**src/rtl/cpu16_pkg.sv**
```systemverilog
// Shared cpu16 control-path encodings: FSM states, opcodes, ALU codes and the
// per-state datapath control word used by the main FSM and the ALU control stage.
package cpu16_pkg;

  typedef enum logic [3:0] {
    ST_FETCH    = 4'd0,
    ST_DECODE   = 4'd1,
    ST_EXEC_R   = 4'd2,
    ST_EXEC_I   = 4'd3,
    ST_WB_R     = 4'd4,
    ST_WB_I     = 4'd5,
    ST_MEM_ADDR = 4'd6,
    ST_MEM_RD   = 4'd7,
    ST_MEM_WR   = 4'd8,
    ST_WB_MEM   = 4'd9,
    ST_BRANCH   = 4'd10,
    ST_FAULT    = 4'd11
  } state_t;

  localparam logic [3:0] OP_R0  = 4'b0000;
  localparam logic [3:0] OP_R1  = 4'b0001;
  localparam logic [3:0] OP_I0  = 4'b0010;
  localparam logic [3:0] OP_LW  = 4'b0100;
  localparam logic [3:0] OP_SW  = 4'b0101;
  localparam logic [3:0] OP_BEQ = 4'b0110;
  localparam logic [3:0] OP_I1  = 4'b1001;
  localparam logic [3:0] OP_I2  = 4'b1010;
  localparam logic [3:0] OP_I3  = 4'b1011;

  localparam logic [1:0] ALUOP_ADD   = 2'b00;
  localparam logic [1:0] ALUOP_SUB   = 2'b01;
  localparam logic [1:0] ALUOP_RTYPE = 2'b10;
  localparam logic [1:0] ALUOP_ITYPE = 2'b11;

  localparam logic [1:0] SRCB_REGB = 2'b00;
  localparam logic [1:0] SRCB_ONE  = 2'b01;
  localparam logic [1:0] SRCB_IMM  = 2'b10;
  localparam logic [1:0] SRCB_BOFF = 2'b11;

  typedef struct packed {
    logic [1:0] alu_op;
    logic       alu_src_a;
    logic [1:0] alu_src_b;
    logic       pc_write_cond;
    logic       iord;
    logic       mem_read;
    logic       mem_write;
    logic       reg_write;
    logic       reg_dst;
    logic       mem_to_reg;
    logic       pc_source;
    logic       fault;
  } ctrl_t;

  // Moore control word for each state; anything not named stays 0.
  function automatic ctrl_t ctrl_decode(input state_t s);
    ctrl_t c;
    c = '0;
    case (s)
      ST_FETCH: begin
        c.mem_read  = 1'b1;
        c.alu_src_b = SRCB_ONE;
        c.alu_op    = ALUOP_ADD;
      end
      ST_DECODE: begin
        c.alu_src_b = SRCB_BOFF;
        c.alu_op    = ALUOP_ADD;
      end
      ST_EXEC_R: begin
        c.alu_src_a = 1'b1;
        c.alu_src_b = SRCB_REGB;
        c.alu_op    = ALUOP_RTYPE;
      end
      ST_WB_R: begin
        c.reg_dst   = 1'b1;
        c.reg_write = 1'b1;
      end
      ST_EXEC_I: begin
        c.alu_src_a = 1'b1;
        c.alu_src_b = SRCB_IMM;
        c.alu_op    = ALUOP_ITYPE;
      end
      ST_WB_I: c.reg_write = 1'b1;
      ST_MEM_ADDR: begin
        c.alu_src_a = 1'b1;
        c.alu_src_b = SRCB_IMM;
        c.alu_op    = ALUOP_ADD;
      end
      ST_MEM_RD: begin
        c.mem_read = 1'b1;
        c.iord     = 1'b1;
      end
      ST_MEM_WR: begin
        c.mem_write = 1'b1;
        c.iord      = 1'b1;
      end
      ST_WB_MEM: begin
        c.reg_write  = 1'b1;
        c.mem_to_reg = 1'b1;
      end
      ST_BRANCH: begin
        c.alu_src_a     = 1'b1;
        c.alu_src_b     = SRCB_REGB;
        c.alu_op        = ALUOP_SUB;
        c.pc_write_cond = 1'b1;
        c.pc_source     = 1'b1;
      end
      default: c.fault = 1'b1;
    endcase
    return c;
  endfunction

  function automatic state_t decode_next(input logic [3:0] op);
    state_t n;
    case (op)
      OP_R0, OP_R1:               n = ST_EXEC_R;
      OP_I0, OP_I1, OP_I2, OP_I3: n = ST_EXEC_I;
      OP_LW, OP_SW:               n = ST_MEM_ADDR;
      OP_BEQ:                     n = ST_BRANCH;
      default:                    n = ST_FAULT;
    endcase
    return n;
  endfunction

  function automatic logic is_wait_state(input state_t s);
    return (s == ST_FETCH) || (s == ST_MEM_RD) || (s == ST_MEM_WR);
  endfunction

endpackage

```
**src/rtl/mem_wait_timer.sv**
```systemverilog
// Saturating count of cycles spent waiting on MemReady; expired marks the last
// cycle a memory access may still complete before the FSM gives up.
module mem_wait_timer #(
  parameter int WAIT_MAX = 15
) (
  input  logic Clock,
  input  logic Reset,
  input  logic clear,
  input  logic enable,
  output logic expired
);

  localparam logic [3:0] LAST = 4'(WAIT_MAX - 1);

  logic [3:0] count;

  always_ff @(posedge Clock or posedge Reset) begin
    if (Reset) begin
      count <= '0;
    end else if (clear) begin
      count <= '0;
    end else if (enable && (count != 4'hF)) begin
      count <= count + 4'd1;
    end
  end

  assign expired = (count >= LAST);

endmodule

```
**src/rtl/main_control_fsm.sv**
```systemverilog
// Multi-cycle control FSM for the cpu16 datapath: sequences fetch, decode,
// execute, memory and write-back, with a timeout on stalled memory accesses.
module main_control_fsm
  import cpu16_pkg::*;
#(
  parameter int WAIT_MAX = 15
) (
  input  logic        Clock,
  input  logic        Reset,
  input  logic [15:0] Instr,
  input  logic        MemReady,
  input  logic        Zero,
  output logic [3:0]  Opcode,
  output logic [1:0]  Funct,
  output logic [1:0]  ALUOp,
  output logic        ALUSrcA,
  output logic [1:0]  ALUSrcB,
  output logic        IRWrite,
  output logic        PCWrite,
  output logic        PCWriteCond,
  output logic        IorD,
  output logic        MemRead,
  output logic        MemWrite,
  output logic        RegWrite,
  output logic        RegDst,
  output logic        MemtoReg,
  output logic        PCSource,
  output logic        Fault
);

  // state    | meaning
  // FETCH    | read instruction at PC, PC+1; wait for MemReady
  // DECODE   | branch target into ALUOut, dispatch on opcode
  // EXEC_R   | A op B
  // WB_R     | ALUOut -> rd
  // EXEC_I   | A op sign-extended immediate
  // WB_I     | ALUOut -> rt
  // MEM_ADDR | effective address A + imm
  // MEM_RD   | load data read; wait for MemReady
  // MEM_WR   | store data write; wait for MemReady
  // WB_MEM   | MDR -> rt
  // BRANCH   | A - B, PC <= target when Zero
  // FAULT    | bad opcode or memory timeout; held until Reset

  state_t      state;
  state_t      nxt;
  ctrl_t       ctrl;
  logic [15:0] ir;
  logic        load_ir;
  logic        wait_expired;
  logic        timer_clear;
  logic        timer_en;
  logic        unused_bits;

  always_comb begin
    nxt = state;
    case (state)
      ST_FETCH: begin
        if (MemReady)          nxt = ST_DECODE;
        else if (wait_expired) nxt = ST_FAULT;
      end
      ST_DECODE:   nxt = decode_next(ir[15:12]);
      ST_EXEC_R:   nxt = ST_WB_R;
      ST_WB_R:     nxt = ST_FETCH;
      ST_EXEC_I:   nxt = ST_WB_I;
      ST_WB_I:     nxt = ST_FETCH;
      ST_MEM_ADDR: nxt = (ir[15:12] == OP_LW) ? ST_MEM_RD : ST_MEM_WR;
      ST_MEM_RD: begin
        if (MemReady)          nxt = ST_WB_MEM;
        else if (wait_expired) nxt = ST_FAULT;
      end
      ST_MEM_WR: begin
        if (MemReady)          nxt = ST_FETCH;
        else if (wait_expired) nxt = ST_FAULT;
      end
      ST_WB_MEM:   nxt = ST_FETCH;
      ST_BRANCH:   nxt = ST_FETCH;
      ST_FAULT:    nxt = ST_FAULT;
      default:     nxt = ST_FAULT;
    endcase
  end

  // Outputs are registered from the next state so they stay pure Moore decodes.
  always_ff @(posedge Clock or posedge Reset) begin
    if (Reset) begin
      state <= ST_FETCH;
      ctrl  <= ctrl_decode(ST_FETCH);
    end else begin
      state <= nxt;
      ctrl  <= ctrl_decode(nxt);
    end
  end

  // Reset gating keeps IRWrite/PCWrite low even though reset parks us in FETCH.
  assign load_ir = (state == ST_FETCH) && ctrl.mem_read && MemReady && !Reset;

  always_ff @(posedge Clock or posedge Reset) begin
    if (Reset) begin
      ir <= '0;
    end else if (load_ir) begin
      ir <= Instr;
    end
  end

  assign timer_clear = (nxt != state);
  assign timer_en    = is_wait_state(state) && !MemReady;

  mem_wait_timer #(
    .WAIT_MAX(WAIT_MAX)
  ) u_wait_timer (
    .Clock  (Clock),
    .Reset  (Reset),
    .clear  (timer_clear),
    .enable (timer_en),
    .expired(wait_expired)
  );

  // Zero gates the PC write in the datapath; the FSM never needs it.
  assign unused_bits = ^{Zero, ir[11:2]};

  assign Opcode      = ir[15:12];
  assign Funct       = ir[1:0];
  assign ALUOp       = ctrl.alu_op;
  assign ALUSrcA     = ctrl.alu_src_a;
  assign ALUSrcB     = ctrl.alu_src_b;
  assign IRWrite     = load_ir;
  assign PCWrite     = load_ir;
  assign PCWriteCond = ctrl.pc_write_cond;
  assign IorD        = ctrl.iord;
  assign MemRead     = ctrl.mem_read;
  assign MemWrite    = ctrl.mem_write;
  assign RegWrite    = ctrl.reg_write;
  assign RegDst      = ctrl.reg_dst;
  assign MemtoReg    = ctrl.mem_to_reg;
  assign PCSource    = ctrl.pc_source;
  assign Fault       = ctrl.fault;

endmodule
```
**config.mk**
```make
export PLATFORM = sky130hd
export DESIGN_NAME = main_control_fsm
export DESIGN_NICKNAME = d
export VERILOG_FILES = /design/src/rtl/cpu16_pkg.sv /design/src/rtl/mem_wait_timer.sv /design/src/rtl/main_control_fsm.sv
export SDC_FILE = /design/constraint.sdc
export NUM_CORES = 1
export LEC_CHECK = 0
export ABC_AREA = 0
export CAP_MARGIN = 20
export CELL_PAD_IN_SITES_DETAIL_PLACEMENT = 0
export CELL_PAD_IN_SITES_GLOBAL_PLACEMENT = 1
export CORE_MARGIN = 1
export CORE_UTILIZATION = 36
export CTS_CLUSTER_DIAMETER = 40
export DETAILED_ROUTE_END_ITERATION = 8
export PLACE_DENSITY_LB_ADDON = 0.3
export SETUP_SLACK_MARGIN = 0.02
export SYNTH_ARGS = -nofsm -noshare
export SYNTH_HDL_FRONTEND = slang
export SYNTH_SLANG_ARGS = --single-unit
```
**constraint.sdc**
```tcl
create_clock -name Clock -period 2.6 [get_ports Clock]
set_clock_uncertainty 0.2 [all_clocks]
set_input_delay 0.52 -clock Clock [delete_from_list [all_inputs] [get_ports Clock]]
set_output_delay 0.52 -clock Clock [all_outputs]
set_load 0.01 [all_outputs]
```
==> flow_metrics.env, run 1 <==
export IMPL_hp_class="flop to flop"
export IMPL_finalCriticalPeriod_ns=2.46
export IMPL_synth_compound_area_share_pct=16.7
export IMPL_io_pins=42
export IMPL_fp_dieW_um=66.6
export IMPL_grt_start_max_net_pins=17
export IMPL_ys_flop_type="dfrtp_1"
export IMPL_synth_cells=137
export IMPL_cts_made_buffers=3
export IMPL_worst_slack_ns=0.141
export IMPL_grt_pass1_vias=1173
export IMPL_post_drt_wl_per_cell_um=14.5
export IMPL_port_buffers=30
export IMPL_r2r_setup_slack_ns=0.20
export IMPL_antenna_cells=0
export IMPL_hold_viol=0
export IMPL_grt_overflow=0
export IMPL_viasPerCell=5.46
export IMPL_outcome="completed"
export IMPL_cp_arrival_ns=1.74
export IMPL_grt_pass1_wl_um=5410
export IMPL_final_common_cell="clkdlybuf4s50_1"
export IMPL_ys_ff_latch=27
export IMPL_cts_root_buf="clkbuf_8"
export IMPL_finalPower_mw=2.40
export IMPL_ctsHoldBuffers=0
export IMPL_muxShareOfSynthArea_pct=5.84
export IMPL_crit_fanout=2
export IMPL_drtIter0Drc=57
export IMPL_drv_cap=0
export IMPL_ys_warnings_count=0
export IMPL_num_vias=1239
export IMPL_netlist_area_um2=1500
export IMPL_die_y_um=66.6
export IMPL_synth_edf_count=0
export IMPL_powerDensity_nw_per_um2=1200
export IMPL_drc_errors=0
export IMPL_tns_ns=0
export IMPL_final_cell_mix="28 x clkdlybuf4s50_1, 25 x dfrtp_1, 13 x buf_4"
export IMPL_async_flop_share_pct=100
export IMPL_worst_ir_drop_vdd_mv=0.607
export IMPL_clock_path_buffers=2
export IMPL_dr_pass1_iters=4
export IMPL_fp_row_count=23
export IMPL_end_kind="output pin"
export IMPL_initial_core_util_pct=37.5
export IMPL_drive_gt1_share_pct=26.6
export IMPL_syn_nets=159
export IMPL_critical_path_class="flop to output pin"
export IMPL_ys_seq_area_share_pct=45.2
export IMPL_dp_hpwl_um=2500
export IMPL_detail_route_antenna_nets=0
export IMPL_start_kind="flop"
export IMPL_synthAdderAreaFrac_pct=1.67
export IMPL_area_delta_synth_final_pct=32.8
export IMPL_cts_max_level=1
export IMPL_wl_met3_um=112
export IMPL_cts_sink_count=27
export IMPL_wirelength_um=3290
export IMPL_cp_required_ns=1.88
export IMPL_max_freq_mhz=407
export IMPL_track_usage_pct=16.1
export IMPL_yosysUniqueCellTypes=60
export IMPL_avgSynthCellArea_um2=11.0
export IMPL_num_fill_cells=357
export IMPL_worst_slew_pin_slew_ns=0.507
export IMPL_dp_slack_ns=-0.0308
export IMPL_clk_latency_ns=0.26
export IMPL_setup_viol=0
export IMPL_clkTransAtPathRegs_ns=0.08
export IMPL_nNetsFinal=200
export IMPL_wl_met2_um=1670
export IMPL_die_area_um2=4430
export IMPL_highest_layer="met4"
export IMPL_period_share_pct=94.6
export IMPL_relSlewSlack_pct=66.2
export IMPL_synth_top_family_by_area="simple AND/OR/NAND/NOR gates"
export IMPL_coreArea_um2=4000
export IMPL_grt_setup_unrepaired="no"
export IMPL_wl_met1_um=1490
export IMPL_antenna_found_initial=0
export IMPL_power_static_leakage_nw=0.869
export IMPL_yosys_area_share_xor_xnor_pct=1.17
export IMPL_cts_tree="yes"
export IMPL_gp_congestion=0.787
export IMPL_drv_slew=0
export IMPL_synthSimpleGateAreaFrac_pct=24.0
==> final timing paths <==
kind | endpoint | startpoint | cells past startpoint
setup / recovery | PCWrite | state[2] | 3
hold reg to reg | ir[0] | ir[0] | 1
min in group asynchronous | ir[0] | Reset | 2
max in group asynchronous | MemRead | Reset | 3
setup reg to reg | ALUOp[0] | state[2] | 6
hold / removal | ir[0] | ir[0] | 1
==> critical path: stages (launching register included) <==
cell           delay (ns)
dfrtp_1              0.40
or4_4                0.57
nor3_4               0.21
dlygate4sd2_1        0.29
==> cell type report <==
cell class	instances	area, um^2	share of cell area [%]
multi-input cells	93	744	37.4
clock buffers	4	45.0	2.26
repair buffers	45	432	21.7
well taps	50	62.6	3.14
inverters	8	30.0	1.51
flip-flops and latches	27	678	34.0
==> kinds of logic (layout without fill, tap and decap cells) <==
kind of cell             after synthesis  in the layout
AO/OA/AOI/OAI                         30             30
XOR/XNOR                               2              2
adder cells (fa/ha/maj)                2              2
buffers and inverters                 17             57
flip-flops                            27             27
multiplexers                           8              8
AND/OR/NAND/NOR                       51             51
==> registers in the layout, indices dropped and copies added, names as in the netlist, 2 cells and up <==
| name | cells |
|---|---|
| u_wait_timer.count | 4 |
| ir | 6 |
| ALUOp | 2 |
| ALUSrcB | 2 |
| state | 4 |
==> per-layer routing <==
| metal | track usage [%] | vias up |
|---|---|---|
| li1 | - | 595 |
| met1 | 21.1 | 608 |
| met2 | 27.5 | 34 |
| met3 | 3.77 | 2 |
| met4 | 1.86 | 0 |
| met5 | 0 | - |
==> through the flow <==
stage / utilization [%] / instances / instance area [um^2] / hold WS (ns)
floorplan: - / 137 / 1500 / 0.351
global placement: 48.4 / 221 / 1930 / 0.296
detailed placement: 48.4 / 221 / 1930 / 0.303
CTS: 49.9 / 227 / 2000 / 0.327
global route: 49.8 / 227 / 1990 / 0.363
finish: 49.8 / 227 / 1990 / 0.323
==> Yosys cell counts (all sizes together) (2+ instances only) <==
| cell | number | share of area, % |
|---|---|---|
| dfrtp | 25 | 42 |
| buf | 8 | 3.2 |
| inv | 8 | 2.0 |
| nand2 | 8 | 2.2 |
| mux2 | 6 | 4.5 |
| nor4 | 6 | 2.9 |
| nor2 | 5 | 1.8 |
| nor3 | 5 | 2.8 |
| o21ai | 5 | 1.9 |
| o31ai | 5 | 3.2 |
| a21oi | 4 | 1.3 |
| and3 | 4 | 1.7 |
| or3 | 4 | 2.0 |
| a22o | 2 | 1.2 |
| a22oi | 2 | 1.0 |
| dfstp | 2 | 3.5 |
| ha | 2 | 1.7 |
| mux2i | 2 | 1.3 |
| nand2b | 2 | 0.83 |
| nor3b | 2 | 1.3 |
| nor4b | 2 | 2.0 |
| o211ai | 2 | 1.3 |
| o2bb2ai | 2 | 1.2 |
| or2 | 2 | 0.83 |
==> power breakdown <==
| part | internal [mW] | switching (mW) |
|---|---|---|
| Combinational | 0.715 | 0.744 |
| Clock | 0.109 | 0.117 |
| Sequential | 0.592 | 0.121 |
==> repair_timing <==
item,in CTS,in global routing
resized for setup,3,2
pin swaps,1,1
setup endpoints to repair,2,1
buffers inserted,2,0
Note: power is estimated with default switching activity, not from simulation.
==> inputs of run 2 (changes only) <==
--- a/config.mk
+++ b/config.mk
@@ -7,7 +7,7 @@
 export LEC_CHECK = 0
 export ABC_AREA = 0
 export CAP_MARGIN = 20
-export CELL_PAD_IN_SITES_DETAIL_PLACEMENT = 0
+export CELL_PAD_IN_SITES_DETAIL_PLACEMENT = 1
 export CELL_PAD_IN_SITES_GLOBAL_PLACEMENT = 1
 export CORE_MARGIN = 1
 export CORE_UTILIZATION = 36
==> run 2 against run 1 <==
Combinational power hardly changed. Non-clock buffer count is 2 lower. Wire length is 16% higher. Total power is 1.8% higher. Maximum frequency is 0.86% lower. Global-route usage is 1.8 points higher. Via count is 0.89% higher. Worst setup slack worse by 0.021 ns. Sequential power hardly changed.
==> flow_metrics.env, run 2 (synthesized netlist as in run 1, its figures left out) <==
export IMPL_critPathSlowestCell="or4_1"
export IMPL_die_area_um2=4430
export IMPL_outcome="completed"
export IMPL_start_kind="flop"
export IMPL_post_cts_setup_buffer_count=0
export IMPL_drc_errors=0
export IMPL_clock_path_buffers=2
export IMPL_crit_chain="or4_1 > nor3_4 > dlygate4sd2_1"
export IMPL_top_register="ir"
export IMPL_hp_class="flop to flop"
export IMPL_post_drt_wl_per_cell_um=16.9
export IMPL_finalCriticalPeriod_ns=2.48
export IMPL_clk_latency_ns=0.27
export IMPL_r2r_setup_slack_ns=0.21
export IMPL_power_static_leakage_nw=0.862
export IMPL_grt_overflow=0
export IMPL_detail_route_antenna_nets=0
export IMPL_cts_made_buffers=3
export IMPL_track_usage_pct=17.9
export IMPL_drv_cap=0
export IMPL_tns_ns=0
export IMPL_nNetsFinal=198
export IMPL_cp_arrival_ns=1.76
export IMPL_critical_path_class="flop to output pin"
export IMPL_initial_core_util_pct=37.5
export IMPL_grt_start_max_net_pins=17
export IMPL_cts_sink_count=27
export IMPL_timing_hold_ws_ns=0.312
export IMPL_utilization_pct=49.6
export IMPL_fin_cells=225
export IMPL_setup_viol=0
export IMPL_num_fill_cells=428
export IMPL_num_vias=1250
export IMPL_drtIter0Drc=50
export IMPL_grt_setup_unrepaired="yes"
export IMPL_port_buffers=30
export IMPL_powerDensity_nw_per_um2=1230
export IMPL_fp_dieW_um=66.6
export IMPL_area_delta_synth_final_pct=32.2
export IMPL_final_cell_mix="28 x clkdlybuf4s50_1, 25 x dfrtp_1, 11 x buf_4"
export IMPL_max_freq_mhz=403
export IMPL_wirelength_um=3800
export IMPL_hold_viol=0
export IMPL_critPathMaxStageDelay_ns=0.60
export IMPL_cts_max_level=1
export IMPL_antenna_found_initial=0
export IMPL_dp_hpwl_um=3020
export IMPL_critPathTopFamily="simple AND/OR/NAND/NOR gates"
export IMPL_drv_slew=0
export IMPL_grt_pass1_vias=1272
export IMPL_grt_pass1_wl_um=6000
export IMPL_cp_required_ns=1.88
export IMPL_dp_cells=221
export IMPL_worst_ir_drop_vdd_mv=0.597
export IMPL_end_kind="output pin"
export IMPL_drive_gt1_share_pct=25.7
export IMPL_gp_congestion=0.787
export IMPL_cts_root_buf="clkbuf_8"
export IMPL_crit_fanout=4
export IMPL_reg_largest_list="ir (6), state (4), u_wait_timer.count (4)"
export IMPL_viasPerCell=5.56
export IMPL_die_y_um=66.6
export IMPL_period_share_pct=95.4
export IMPL_relSlewSlack_pct=64.0
export IMPL_worst_slew_pin_slew_ns=0.540
export IMPL_ctsHoldBuffers=0
export IMPL_clkTransAtPathRegs_ns=0.09
export IMPL_dr_pass1_iters=4
export IMPL_coreArea_um2=4000
export IMPL_fp_row_count=23
export IMPL_io_pins=42
export IMPL_antenna_cells=0
export IMPL_largest_reg_flops=6
export IMPL_path_buf_inv=1
export IMPL_final_common_cell="clkdlybuf4s50_1"
export IMPL_cts_tree="yes"
==> run 2: where the power goes <==
| group | switching [mW] | leakage, nW | internal, mW |
|---|---|---|---|
| sequential | 0.122 | 0.350 | 0.591 |
| combinational | 0.782 | 0.487 | 0.713 |
| clock | 0.124 | 0.0255 | 0.107 |
==> run 2: through the flow <==
step | power [mW] | cell area, um^2 | setup slack, ns
after global routing | 2.62 | 1980 | 0.0134
after floorplan | 1.61 | 1500 | 0.339
after detailed placement | 2.22 | 1930 | -0.0241
final | 2.44 | 1980 | 0.120
after CTS | 2.45 | 1980 | 0.0957
after global placement | 2.13 | 1930 | -0.0268
==> run 2: final timing paths <==
| path | from | end | depth (start not counted) |
|---|---|---|---|
| worst max-delay path | state[2] | IRWrite | 3 |
| worst min-delay path | ir[0] | ir[0] | 1 |
| worst max register to register | state[2] | u_wait_timer.count[1] | 6 |
| worst min register to register | ir[0] | ir[0] | 1 |
| max in group asynchronous | Reset | MemRead | 3 |
| min in group asynchronous | Reset | ir[1] | 2 |
==> run 2: metal layers <==
| metal | wire length (um) | track usage [%] |
|---|---|---|
| met1 | 1680 | 21.7 |
| met3 | 128 | 3.25 |
| met5 | 0 | 0 |
| met2 | 1950 | 32.4 |
| met4 | 48 | 3.72 |
==> run 2: layout make-up <==
class | instances | area (um^2) | share of cell area (%)
multi-input combinational | 93 | 746 | 37.6
clock inverter | 1 | 5.00 | 0.252
inverter | 8 | 30.0 | 1.51
tap | 50 | 62.6 | 3.15
sequential | 27 | 678 | 34.2
timing repair buffer | 43 | 420 | 21.2
clock buffer | 3 | 41.3 | 2.08
==> run 2: timing repair <==
item | 4_1_cts | 5_1_grt
pin swaps | 1 | 0
resized for setup | 2 | 1
endpoints found under the hold margin | 0 | 0
setup endpoints to repair | 2 | 2
gates cloned | 0 | 0
